==> config.mk <==
export PLATFORM = sky130hd
export DESIGN_NAME = vga_port_arbiter_flat
export DESIGN_NICKNAME = d
export VERILOG_FILES = /design/src/rtl/vga_port_pkg.sv /design/src/rtl/vga_port_arbiter_if.sv /design/src/rtl/vga_req_slot.sv /design/src/rtl/vga_port_arbiter.sv /design/src/flat_wrapper.sv
export SDC_FILE = /design/constraint.sdc
export NUM_CORES = 1
export LEC_CHECK = 0
export BUFFER_PORTS_ARGS = -buffer_cell sky130_fd_sc_hd__buf_2
export CAP_MARGIN = 40
export CORE_MARGIN = 2
export CORE_UTILIZATION = 48
export DETAILED_ROUTE_END_ITERATION = 10
export GPL_ROUTABILITY_DRIVEN = 0
export GPL_TIMING_DRIVEN = 0
export PLACE_DENSITY_LB_ADDON = 0.05
export SYNTH_ARGS = -nofsm -noshare
export SYNTH_HDL_FRONTEND = slang
export SYNTH_SLANG_ARGS = --single-unit
==> constraint.sdc <==
create_clock -name i_clk -period 1.6 [get_ports i_clk]
set_clock_uncertainty 0.05 [all_clocks]
set_input_delay 0.24 -clock i_clk [delete_from_list [all_inputs] [get_ports i_clk]]
set_output_delay 0.24 -clock i_clk [all_outputs]
set_load 0.005 [all_outputs]
==> src/rtl/vga_port_pkg.sv <==
// Shared definitions for the VGA register-port arbiter.
//   - VGA core command encodings (reads have bit 7 clear, writes set it)
//   - Arbiter state encoding
//   - Requester identifiers used for grant bookkeeping
package vga_port_pkg;

  localparam logic [7:0] R_STATUS  = 8'h00;
  localparam logic [7:0] R_CUR_AL  = 8'h02;
  localparam logic [7:0] R_CUR_AH  = 8'h03;
  localparam logic [7:0] R_CONTROL = 8'h04;
  localparam logic [7:0] W_STATUS  = 8'h80;
  localparam logic [7:0] W_DATA    = 8'h81;
  localparam logic [7:0] W_CUR_ADR = 8'h82;
  localparam logic [7:0] W_CONTROL = 8'h84;

  typedef enum logic [1:0] {
    IDLE  = 2'd0,
    ISSUE = 2'd1,
    HOLD  = 2'd2,
    WAIT  = 2'd3
  } state_t;

  typedef enum logic {
    REQ_A = 1'b0,
    REQ_B = 1'b1
  } req_id_t;

endpackage

==> src/rtl/vga_port_arbiter_if.sv <==
// One requester's strobe-style VGA register port.
//   cmd/cur_adr/port/rl_wh : access description, qualified by cs_h
//   cs_h                   : one-cycle request strobe
//   rdata                  : read data returned to the requester
//   ready_h                : requester may strobe this cycle
// master = requester side, slave = arbiter side.
interface vga_port_arbiter_if;
  logic [7:0]  cmd;
  logic [10:0] cur_adr;
  logic [7:0]  port;
  logic        cs_h;
  logic        rl_wh;
  logic [7:0]  rdata;
  logic        ready_h;

  modport master (
    output cmd, cur_adr, port, cs_h, rl_wh,
    input  rdata, ready_h
  );

  modport slave (
    input  cmd, cur_adr, port, cs_h, rl_wh,
    output rdata, ready_h
  );
endinterface

==> src/rtl/vga_req_slot.sv <==
// Per-requester capture slot.
//   i_clk, i_rst    : clock, synchronous active-high reset
//   req             : requester port (slave side)
//   i_vga_ready_h   : core ready, gates the requester's ready_h
//   i_clear         : access for this slot finished (done or timed out)
//   i_load_rdata    : latch i_rdata into the returned read-data register
//   i_rdata         : read data (core data or 8'hFF on timeout)
//   o_pend          : a captured access is waiting or in flight
//   o_cmd/o_cur_adr/o_wdata/o_rl_wh : captured access description
module vga_req_slot
  import vga_port_pkg::*;
(
  input  logic                i_clk,
  input  logic                i_rst,
  vga_port_arbiter_if.slave   req,
  input  logic                i_vga_ready_h,
  input  logic                i_clear,
  input  logic                i_load_rdata,
  input  logic [7:0]          i_rdata,
  output logic                o_pend,
  output logic [7:0]          o_cmd,
  output logic [10:0]         o_cur_adr,
  output logic [7:0]          o_wdata,
  output logic                o_rl_wh
);

  logic        pend_q, pend_d;
  logic [7:0]  rdata_q, rdata_d;
  logic [7:0]  cmd_q, cmd_d;
  logic [10:0] adr_q, adr_d;
  logic [7:0]  wdata_q, wdata_d;
  logic        rl_q, rl_d;
  logic        ready;
  logic        capture;

  always_comb begin
    // A requester may only strobe when it has nothing outstanding and the core is ready;
    // strobes at any other time are dropped.
    ready   = ~pend_q & i_vga_ready_h;
    capture = req.cs_h & ready;

    pend_d = pend_q;
    if (i_clear) pend_d = 1'b0;
    if (capture) pend_d = 1'b1;

    rdata_d = i_load_rdata ? i_rdata : rdata_q;

    cmd_d   = capture ? req.cmd     : cmd_q;
    adr_d   = capture ? req.cur_adr : adr_q;
    wdata_d = capture ? req.port    : wdata_q;
    rl_d    = capture ? req.rl_wh   : rl_q;
  end

  always_ff @(posedge i_clk) begin
    if (i_rst) begin
      pend_q  <= 1'b0;
      rdata_q <= 8'h00;
    end else begin
      pend_q  <= pend_d;
      rdata_q <= rdata_d;
    end
  end

  // Captured access fields are only meaningful while pend is set, so they carry no reset.
  always_ff @(posedge i_clk) begin
    cmd_q   <= cmd_d;
    adr_q   <= adr_d;
    wdata_q <= wdata_d;
    rl_q    <= rl_d;
  end

  assign req.ready_h = ready;
  assign req.rdata   = rdata_q;
  assign o_pend      = pend_q;
  assign o_cmd       = cmd_q;
  assign o_cur_adr   = adr_q;
  assign o_wdata     = wdata_q;
  assign o_rl_wh     = rl_q;

endmodule

==> src/rtl/vga_port_arbiter.sv <==
// Round-robin arbiter sharing one VGA text-controller register port between
// two host requesters (A = SPI command controller, B = second host interface).
//   i_clk, i_rst      : clock, synchronous active-high reset
//   a_if, b_if        : requester ports (strobe, access fields, read data, ready)
//   o_vga_*           : register port towards the VGA core; cs_h high one cycle per access
//   i_vga_port        : core read data
//   i_vga_ready_h     : core ready
//   o_err_timeout     : one-cycle pulse when an access is abandoned
// Each access runs IDLE -> ISSUE -> HOLD -> WAIT -> IDLE; one access at a time.
module vga_port_arbiter
  import vga_port_pkg::*;
#(
  parameter int TIMEOUT_CYCLES = 1024,
  parameter int TO_W           = 10
) (
  input  logic                i_clk,
  input  logic                i_rst,
  vga_port_arbiter_if.slave   a_if,
  vga_port_arbiter_if.slave   b_if,
  output logic [7:0]          o_vga_cmd,
  output logic [10:0]         o_vga_cur_adr,
  output logic [7:0]          o_vga_port,
  output logic                o_vga_cs_h,
  output logic                o_vga_rl_wh,
  input  logic [7:0]          i_vga_port,
  input  logic                i_vga_ready_h,
  output logic                o_err_timeout
);

  localparam logic [TO_W-1:0] TO_LAST = TO_W'(TIMEOUT_CYCLES - 1);

  logic        pend_a, pend_b;
  logic [7:0]  cmd_a, cmd_b, wdata_a, wdata_b;
  logic [10:0] adr_a, adr_b;
  logic        rl_a, rl_b;

  state_t          state_q, state_d;
  req_id_t         grant_q, grant_d;
  req_id_t         last_q, last_d;
  req_id_t         pick;
  logic [TO_W-1:0] cnt_q, cnt_d;
  logic [7:0]      vcmd_q, vcmd_d;
  logic [10:0]     vadr_q, vadr_d;
  logic [7:0]      vport_q, vport_d;
  logic            vrl_q, vrl_d;
  logic            vcs_q, vcs_d;
  logic            err_q, err_d;

  logic            done;
  logic            load_rd;
  logic [7:0]      rdata;
  logic            clear_a, clear_b, load_a, load_b;

  vga_req_slot u_slot_a (
    .i_clk         (i_clk),
    .i_rst         (i_rst),
    .req           (a_if),
    .i_vga_ready_h (i_vga_ready_h),
    .i_clear       (clear_a),
    .i_load_rdata  (load_a),
    .i_rdata       (rdata),
    .o_pend        (pend_a),
    .o_cmd         (cmd_a),
    .o_cur_adr     (adr_a),
    .o_wdata       (wdata_a),
    .o_rl_wh       (rl_a)
  );

  vga_req_slot u_slot_b (
    .i_clk         (i_clk),
    .i_rst         (i_rst),
    .req           (b_if),
    .i_vga_ready_h (i_vga_ready_h),
    .i_clear       (clear_b),
    .i_load_rdata  (load_b),
    .i_rdata       (rdata),
    .o_pend        (pend_b),
    .o_cmd         (cmd_b),
    .o_cur_adr     (adr_b),
    .o_wdata       (wdata_b),
    .o_rl_wh       (rl_b)
  );

  always_comb begin
    state_d = state_q;
    grant_d = grant_q;
    last_d  = last_q;
    cnt_d   = cnt_q;
    vcmd_d  = vcmd_q;
    vadr_d  = vadr_q;
    vport_d = vport_q;
    vrl_d   = vrl_q;
    vcs_d   = 1'b0;
    err_d   = 1'b0;
    done    = 1'b0;
    load_rd = 1'b0;
    rdata   = i_vga_port;
    pick    = REQ_A;

    case (state_q)
      IDLE: begin
        if ((pend_a | pend_b) & i_vga_ready_h) begin
          // On contention the requester not served last wins.
          if (pend_a & pend_b) pick = (last_q == REQ_A) ? REQ_B : REQ_A;
          else if (pend_a)     pick = REQ_A;
          else                 pick = REQ_B;
          grant_d = pick;
          last_d  = pick;
          // Core-side fields are registered, so they are loaded here to be
          // presented during ISSUE together with cs_h.
          if (pick == REQ_A) begin
            vcmd_d  = cmd_a;
            vadr_d  = adr_a;
            vport_d = wdata_a;
            vrl_d   = rl_a;
          end else begin
            vcmd_d  = cmd_b;
            vadr_d  = adr_b;
            vport_d = wdata_b;
            vrl_d   = rl_b;
          end
          vcs_d   = 1'b1;
          state_d = ISSUE;
        end
      end
      ISSUE: state_d = HOLD;
      // HOLD gives the core a cycle to drop ready before WAIT looks at it.
      HOLD:  state_d = WAIT;
      WAIT: begin
        if (i_vga_ready_h) begin
          done    = 1'b1;
          load_rd = ~vrl_q;
          cnt_d   = '0;
          state_d = IDLE;
        end else if (cnt_q == TO_LAST) begin
          done    = 1'b1;
          load_rd = ~vrl_q;
          rdata   = 8'hFF;
          err_d   = 1'b1;
          cnt_d   = '0;
          state_d = IDLE;
        end else begin
          cnt_d = cnt_q + 1'b1;
        end
      end
      default: state_d = IDLE;
    endcase

    clear_a = done & (grant_q == REQ_A);
    clear_b = done & (grant_q == REQ_B);
    load_a  = load_rd & (grant_q == REQ_A);
    load_b  = load_rd & (grant_q == REQ_B);
  end

  always_ff @(posedge i_clk) begin
    if (i_rst) begin
      state_q <= IDLE;
      grant_q <= REQ_A;
      last_q  <= REQ_B;
      cnt_q   <= '0;
      vcmd_q  <= 8'h00;
      vadr_q  <= 11'h000;
      vport_q <= 8'h00;
      vrl_q   <= 1'b0;
      vcs_q   <= 1'b0;
      err_q   <= 1'b0;
    end else begin
      state_q <= state_d;
      grant_q <= grant_d;
      last_q  <= last_d;
      cnt_q   <= cnt_d;
      vcmd_q  <= vcmd_d;
      vadr_q  <= vadr_d;
      vport_q <= vport_d;
      vrl_q   <= vrl_d;
      vcs_q   <= vcs_d;
      err_q   <= err_d;
    end
  end

  assign o_vga_cmd     = vcmd_q;
  assign o_vga_cur_adr = vadr_q;
  assign o_vga_port    = vport_q;
  assign o_vga_rl_wh   = vrl_q;
  assign o_vga_cs_h    = vcs_q;
  assign o_err_timeout = err_q;

endmodule

==> src/flat_wrapper.sv <==
// flat-port wrapper written by rule: the top's interface ports become plain ports
module vga_port_arbiter_flat import vga_port_pkg::*;
#(
  parameter int TIMEOUT_CYCLES = 1024,
  parameter int TO_W           = 10
)
  (i_clk, i_rst, o_vga_cmd, o_vga_cur_adr, o_vga_port, o_vga_cs_h, o_vga_rl_wh, i_vga_port, i_vga_ready_h, o_err_timeout, a_if_cmd, a_if_cur_adr, a_if_port, a_if_cs_h, a_if_rl_wh, a_if_rdata, a_if_ready_h, b_if_cmd, b_if_cur_adr, b_if_port, b_if_cs_h, b_if_rl_wh, b_if_rdata, b_if_ready_h);
  vga_port_arbiter_if a_if_i ();
  vga_port_arbiter_if b_if_i ();
  input  logic i_clk;
  input  logic i_rst;
  output logic [7:0] o_vga_cmd;
  output logic [10:0] o_vga_cur_adr;
  output logic [7:0] o_vga_port;
  output logic o_vga_cs_h;
  output logic o_vga_rl_wh;
  input  logic [7:0] i_vga_port;
  input  logic i_vga_ready_h;
  output logic o_err_timeout;
  input wire logic [$bits(a_if_i.cmd)-1:0] a_if_cmd;
  input wire logic [$bits(a_if_i.cur_adr)-1:0] a_if_cur_adr;
  input wire logic [$bits(a_if_i.port)-1:0] a_if_port;
  input wire logic [$bits(a_if_i.cs_h)-1:0] a_if_cs_h;
  input wire logic [$bits(a_if_i.rl_wh)-1:0] a_if_rl_wh;
  output wire logic [$bits(a_if_i.rdata)-1:0] a_if_rdata;
  output wire logic [$bits(a_if_i.ready_h)-1:0] a_if_ready_h;
  input wire logic [$bits(b_if_i.cmd)-1:0] b_if_cmd;
  input wire logic [$bits(b_if_i.cur_adr)-1:0] b_if_cur_adr;
  input wire logic [$bits(b_if_i.port)-1:0] b_if_port;
  input wire logic [$bits(b_if_i.cs_h)-1:0] b_if_cs_h;
  input wire logic [$bits(b_if_i.rl_wh)-1:0] b_if_rl_wh;
  output wire logic [$bits(b_if_i.rdata)-1:0] b_if_rdata;
  output wire logic [$bits(b_if_i.ready_h)-1:0] b_if_ready_h;
  assign a_if_i.cmd = a_if_cmd;
  assign a_if_i.cur_adr = a_if_cur_adr;
  assign a_if_i.port = a_if_port;
  assign a_if_i.cs_h = a_if_cs_h;
  assign a_if_i.rl_wh = a_if_rl_wh;
  assign a_if_rdata = a_if_i.rdata;
  assign a_if_ready_h = a_if_i.ready_h;
  assign b_if_i.cmd = b_if_cmd;
  assign b_if_i.cur_adr = b_if_cur_adr;
  assign b_if_i.port = b_if_port;
  assign b_if_i.cs_h = b_if_cs_h;
  assign b_if_i.rl_wh = b_if_rl_wh;
  assign b_if_rdata = b_if_i.rdata;
  assign b_if_ready_h = b_if_i.ready_h;
  vga_port_arbiter #(.TIMEOUT_CYCLES(TIMEOUT_CYCLES), .TO_W(TO_W)) u_core (.i_clk(i_clk), .i_rst(i_rst), .a_if(a_if_i), .b_if(b_if_i), .o_vga_cmd(o_vga_cmd), .o_vga_cur_adr(o_vga_cur_adr), .o_vga_port(o_vga_port), .o_vga_cs_h(o_vga_cs_h), .o_vga_rl_wh(o_vga_rl_wh), .i_vga_port(i_vga_port), .i_vga_ready_h(i_vga_ready_h), .o_err_timeout(o_err_timeout));
endmodule
==> impl_metrics.csv <==
group,metric,value,unit
synthesis,synth_ff_type,"dfxtp_1",
clock_network,clockBufferDepth,2,
status,status,"finished with violations",
synthesis,synth_top_cell_by_area,"edfxtp_1",
clock_network,path_clk_slew,60,ps
floorplanning,die_area,0.01054,sq mm
cells_and_area,fin_util,0.7988,
routing,ant_nets,0,
placement,port_buffers,115,
setup_path,cp.arrival,2260,ps
cells_and_area,drive_gt1_frac,0.4647,
synthesis,post-synth-top-count-cell,"dfxtp_1",
setup_path,startpoint_type,"flip-flop",
sta,final_max_slew_viol_count,0,
synthesis,ys_warn_count,0,
sta,fin_crit,1881,ps
synthesis,yosysTopAreaCellShare,0.3599,
routing,drt-total-wl,13760,um
pwr,p_sw_frac,0.2715,
worst_hold_path,holdCritPathClass,"primary input to flip-flop",
global_route,antenna_found_initial,0,
sta,finalCritPeriodShare,1.176,
global_route,grt_pass1_vias,3831,
synthesis,ys_seq_elements,118,
worst_hold_path,hold_start,"i_vga_port[7]",
cells_and_area,final_area,0.007664,sq mm
cells_and_area,areaGrowthSynthToFinish,64.03,%
sta,relSlewSlack,0.5039,
setup_path,crit_required,1980,ps
floorplanning,start_util,0.4870,
synthesis,syn-instance-count,376,
synthesis,ys_seq_area_frac,0.6256,
setup_path,end_kind,"flip-flop",
synthesis,synthAdderAreaFrac,0.01339,
global_route,grt.total_usage,0.2346,
routing,num_vias,3965,
clock_network,cts_root_buf,"clkbuf_8",
pwr,p_seq_frac,0.382,
synthesis,async_flop_share,0,
routing,drc,0,
floorplanning,row_count,36,
cells_and_area,stdcell_count,757,
placement,dpl.cell_count,624,
pwr,p_switching,2.520,mW
placement,dpl-instance-area,0.005424,sq mm
routing,drtIter0Drc,202,
pwr,p_leak,3.259,nW
synthesis,synth-compound-area-share,0.1101,
setup_path,path_max_fanout,5,
setup_path,r2r_setup_slack,-280,ps
routing,drtPass1Iterations,4,
floorplanning,die_w,102.7,um
placement,dp_slack,-358.6,ps
pwr,powerDensity,1211,mW/mm^2
routing,drt-wirelength-per-cell,18.17,um
sta,rsz0062_at_grt,"true",
synthesis,synth-edff-count,56,
synthesis,synthMuxAreaShare,0.05999,
clock_network,htree_levels,4,
setup_path,critPathKind,"flip-flop to flip-flop",
placement,place_hpwl,6887,um
clock_network,cts_sinks,118,
sta,setup-violations-final,42,
pwr,comb_power_share,0.212,
sta,fmax,531.7,MHz
global_route,grt_start_max_net_pins,31,
synthesis,synth_nets,450,
setup_path,r2r_start,"u_core.state_q[1]",
pwr,internal_power,6.764,mW
sta,final_hold_viol_count,0,
pwr,power.share.clock,0.406,
clock_network,tritoncts,"built",
clock_network,clock_latency,510,ps
pwr,peakVddDrop,0.9284,mV
sta,timing.hold.ws,83.94,ps
synthesis,synth.cell_area,0.004672,sq mm
cells_and_area,num_antenna_cells,0,
global_route,grt_pass1_wl,18530,um
synthesis,synthTopCellsByArea,"edfxtp_1 (36%), dfxtp_1 (27%), mux2i_1 (6.0%), a211oi_1 (4.5%), nor2_1 (3.9%)",
global_route,grt_overflow_total,0,
sta,setup_slack,-280.9,ps
synthesis,synth_top_family_by_area,"simple AND/OR/NAND/NOR gates",
floorplanning,io_pins,117,
cells_and_area,nets,685,
cells_and_area,fillers,571,
floorplanning,coreArea,0.009594,sq mm
synthesis,synth_xor_area_frac,0.01687,
setup_path,worstSetupStartpoint,"u_core.state_q[1]",
floorplanning,die_h,102.7,um
clock_network,numCtsBuffers,17,
synthesis,ys_types,46,
status,violations,"setup timing",
synthesis,syn_area_per_cell,12.43,sq um
synthesis,synth_common_cells,"dfxtp_1 (62), edfxtp_1 (56), nor2_1 (49), a211oi_1 (28), mux2i_1 (28)",
flow_run,drv_cap,0,
routing,via_per_inst,5.238,
synthesis,yosys.area_share.simple,0.1109,
sta,tightest_slew,744.2,ps
==> repair_timing <==
item	in CTS	in global routing
setup endpoints to repair	74	81
setup buffers	17	21
endpoints found under the hold margin	59	1
cloned	0	6
resized for setup	63	81
pin swaps	6	29
hold buffers	57	1
==> power groups by stage <==
stage	clock, mW	sequential [mW]	combinational, mW
finish	3.77	3.55	1.97
global route	3.94	3.57	2.11
CTS	3.76	3.53	1.42
detailed placement	0	3.58	1.11
global placement	0	3.58	1.07
floorplan	0	3.58	0.697
==> area by class of cell <==
cell class / count / area [sq um] / share of cell area
multi-input cells: 215 / 2019 / 0.2635
inverters: 13 / 55.05 / 0.007184
repair buffers: 217 / 1583 / 0.2065
clock inverters: 12 / 155.1 / 0.02024
plain buffers: 29 / 321.6 / 0.04196
flip-flops and latches: 118 / 2938 / 0.3833
clock buffers: 20 / 425.4 / 0.05551
well taps: 133 / 166.4 / 0.02171
==> critical path: stages, from the launching register on <==
cell and delay, ps:
dfxtp_2 360, ha_4 140, buf_6 110, nand4_1 140, buf_6 180, buf_6 120
o41ai_4 330, buf_4 190, nor4_4 40, nor3_1 140
==> cell usage in the layout (no fill, tap or decap), types with 4 or more instances in the layout <==
cell,netlist,final
buf_6,9,21
dlygate4sd3_1,0,58
nor4_4,0,12
clkbuf_16,0,18
edfxtp_1,56,56
a211oi_2,0,14
nor3_1,19,14
mux2i_1,28,27
dfxtp_1,62,52
buf_2,5,118
nor2_4,0,4
inv_1,12,11
a211oi_1,28,13
xor2_1,5,5
o41ai_4,0,7
a31oi_1,17,17
nor2_1,49,45
nor3_2,0,5
buf_12,1,6
buf_4,3,32
xnor2_1,4,4
clkbuf_1,6,6
dfxtp_2,0,9
==> metal layers <==
metal,track usage,share of wire,vias to the layer above
met5,0,0,-
met4,0.08205,0.017,0
met3,0.08000,0.048,22
met2,0.4037,0.54,125
met1,0.2740,0.40,1939
li1,-,-,1879
==> worst paths after layout <==
| kind | end | cells past startpoint |
|---|---|---|
| max | u_core.u_slot_b.req.rdata[3] | 9 |
| min | u_core.u_slot_a.req.rdata[7] | 5 |
| max reg2reg | u_core.u_slot_b.req.rdata[3] | 9 |
| min reg2reg | u_core.o_vga_cur_adr[6] | 2 |
==> sequential cells by signal (all words and copies together) (netlist names) <==
| register | count |
|---|---|
| u_core.o_vga_cur_adr | 11 |
| u_core.o_vga_cs_h | 1 |
| u_core.state_q | 2 |
| u_core.cnt_q | 10 |
| u_core.u_slot_a.o_rl_wh | 1 |
| u_core.u_slot_a.o_pend | 1 |
| u_core.o_vga_rl_wh | 1 |
| u_core.o_vga_port | 8 |
| u_core.o_err_timeout | 1 |
| u_core.u_slot_a.o_cmd | 8 |
| u_core.last_q | 1 |
| u_core.u_slot_b.o_rl_wh | 1 |
| u_core.u_slot_a.req.rdata | 8 |
| u_core.u_slot_b.o_pend | 1 |
| u_core.u_slot_b.o_cur_adr | 11 |
| u_core.o_vga_cmd | 8 |
| u_core.u_slot_a.o_cur_adr | 11 |
| u_core.u_slot_b.o_cmd | 8 |
| u_core.u_slot_b.req.rdata | 8 |
| u_core.u_slot_a.o_wdata | 8 |
| u_core.u_slot_b.o_wdata | 8 |
| u_core.grant_q | 1 |
==> logic make-up (layout without fill, tap and decap cells) <==
logic type,Yosys count,after routing
compound gates,67,67
xor+xnor,9,9
fa+ha+maj,5,5
buf+inv,43,291
flops,118,118
mux,28,28
simple gates,106,106
==> metrics by stage <==
step	TNS [ps]	power, mW
floorplan	0	4.275
global placement	-31360	4.649
detailed placement	-16840	4.695
CTS	-1911	8.703
global route	-9086	9.618
finish	-5823	9.284
Note: power is estimated with default switching activity, not from simulation.
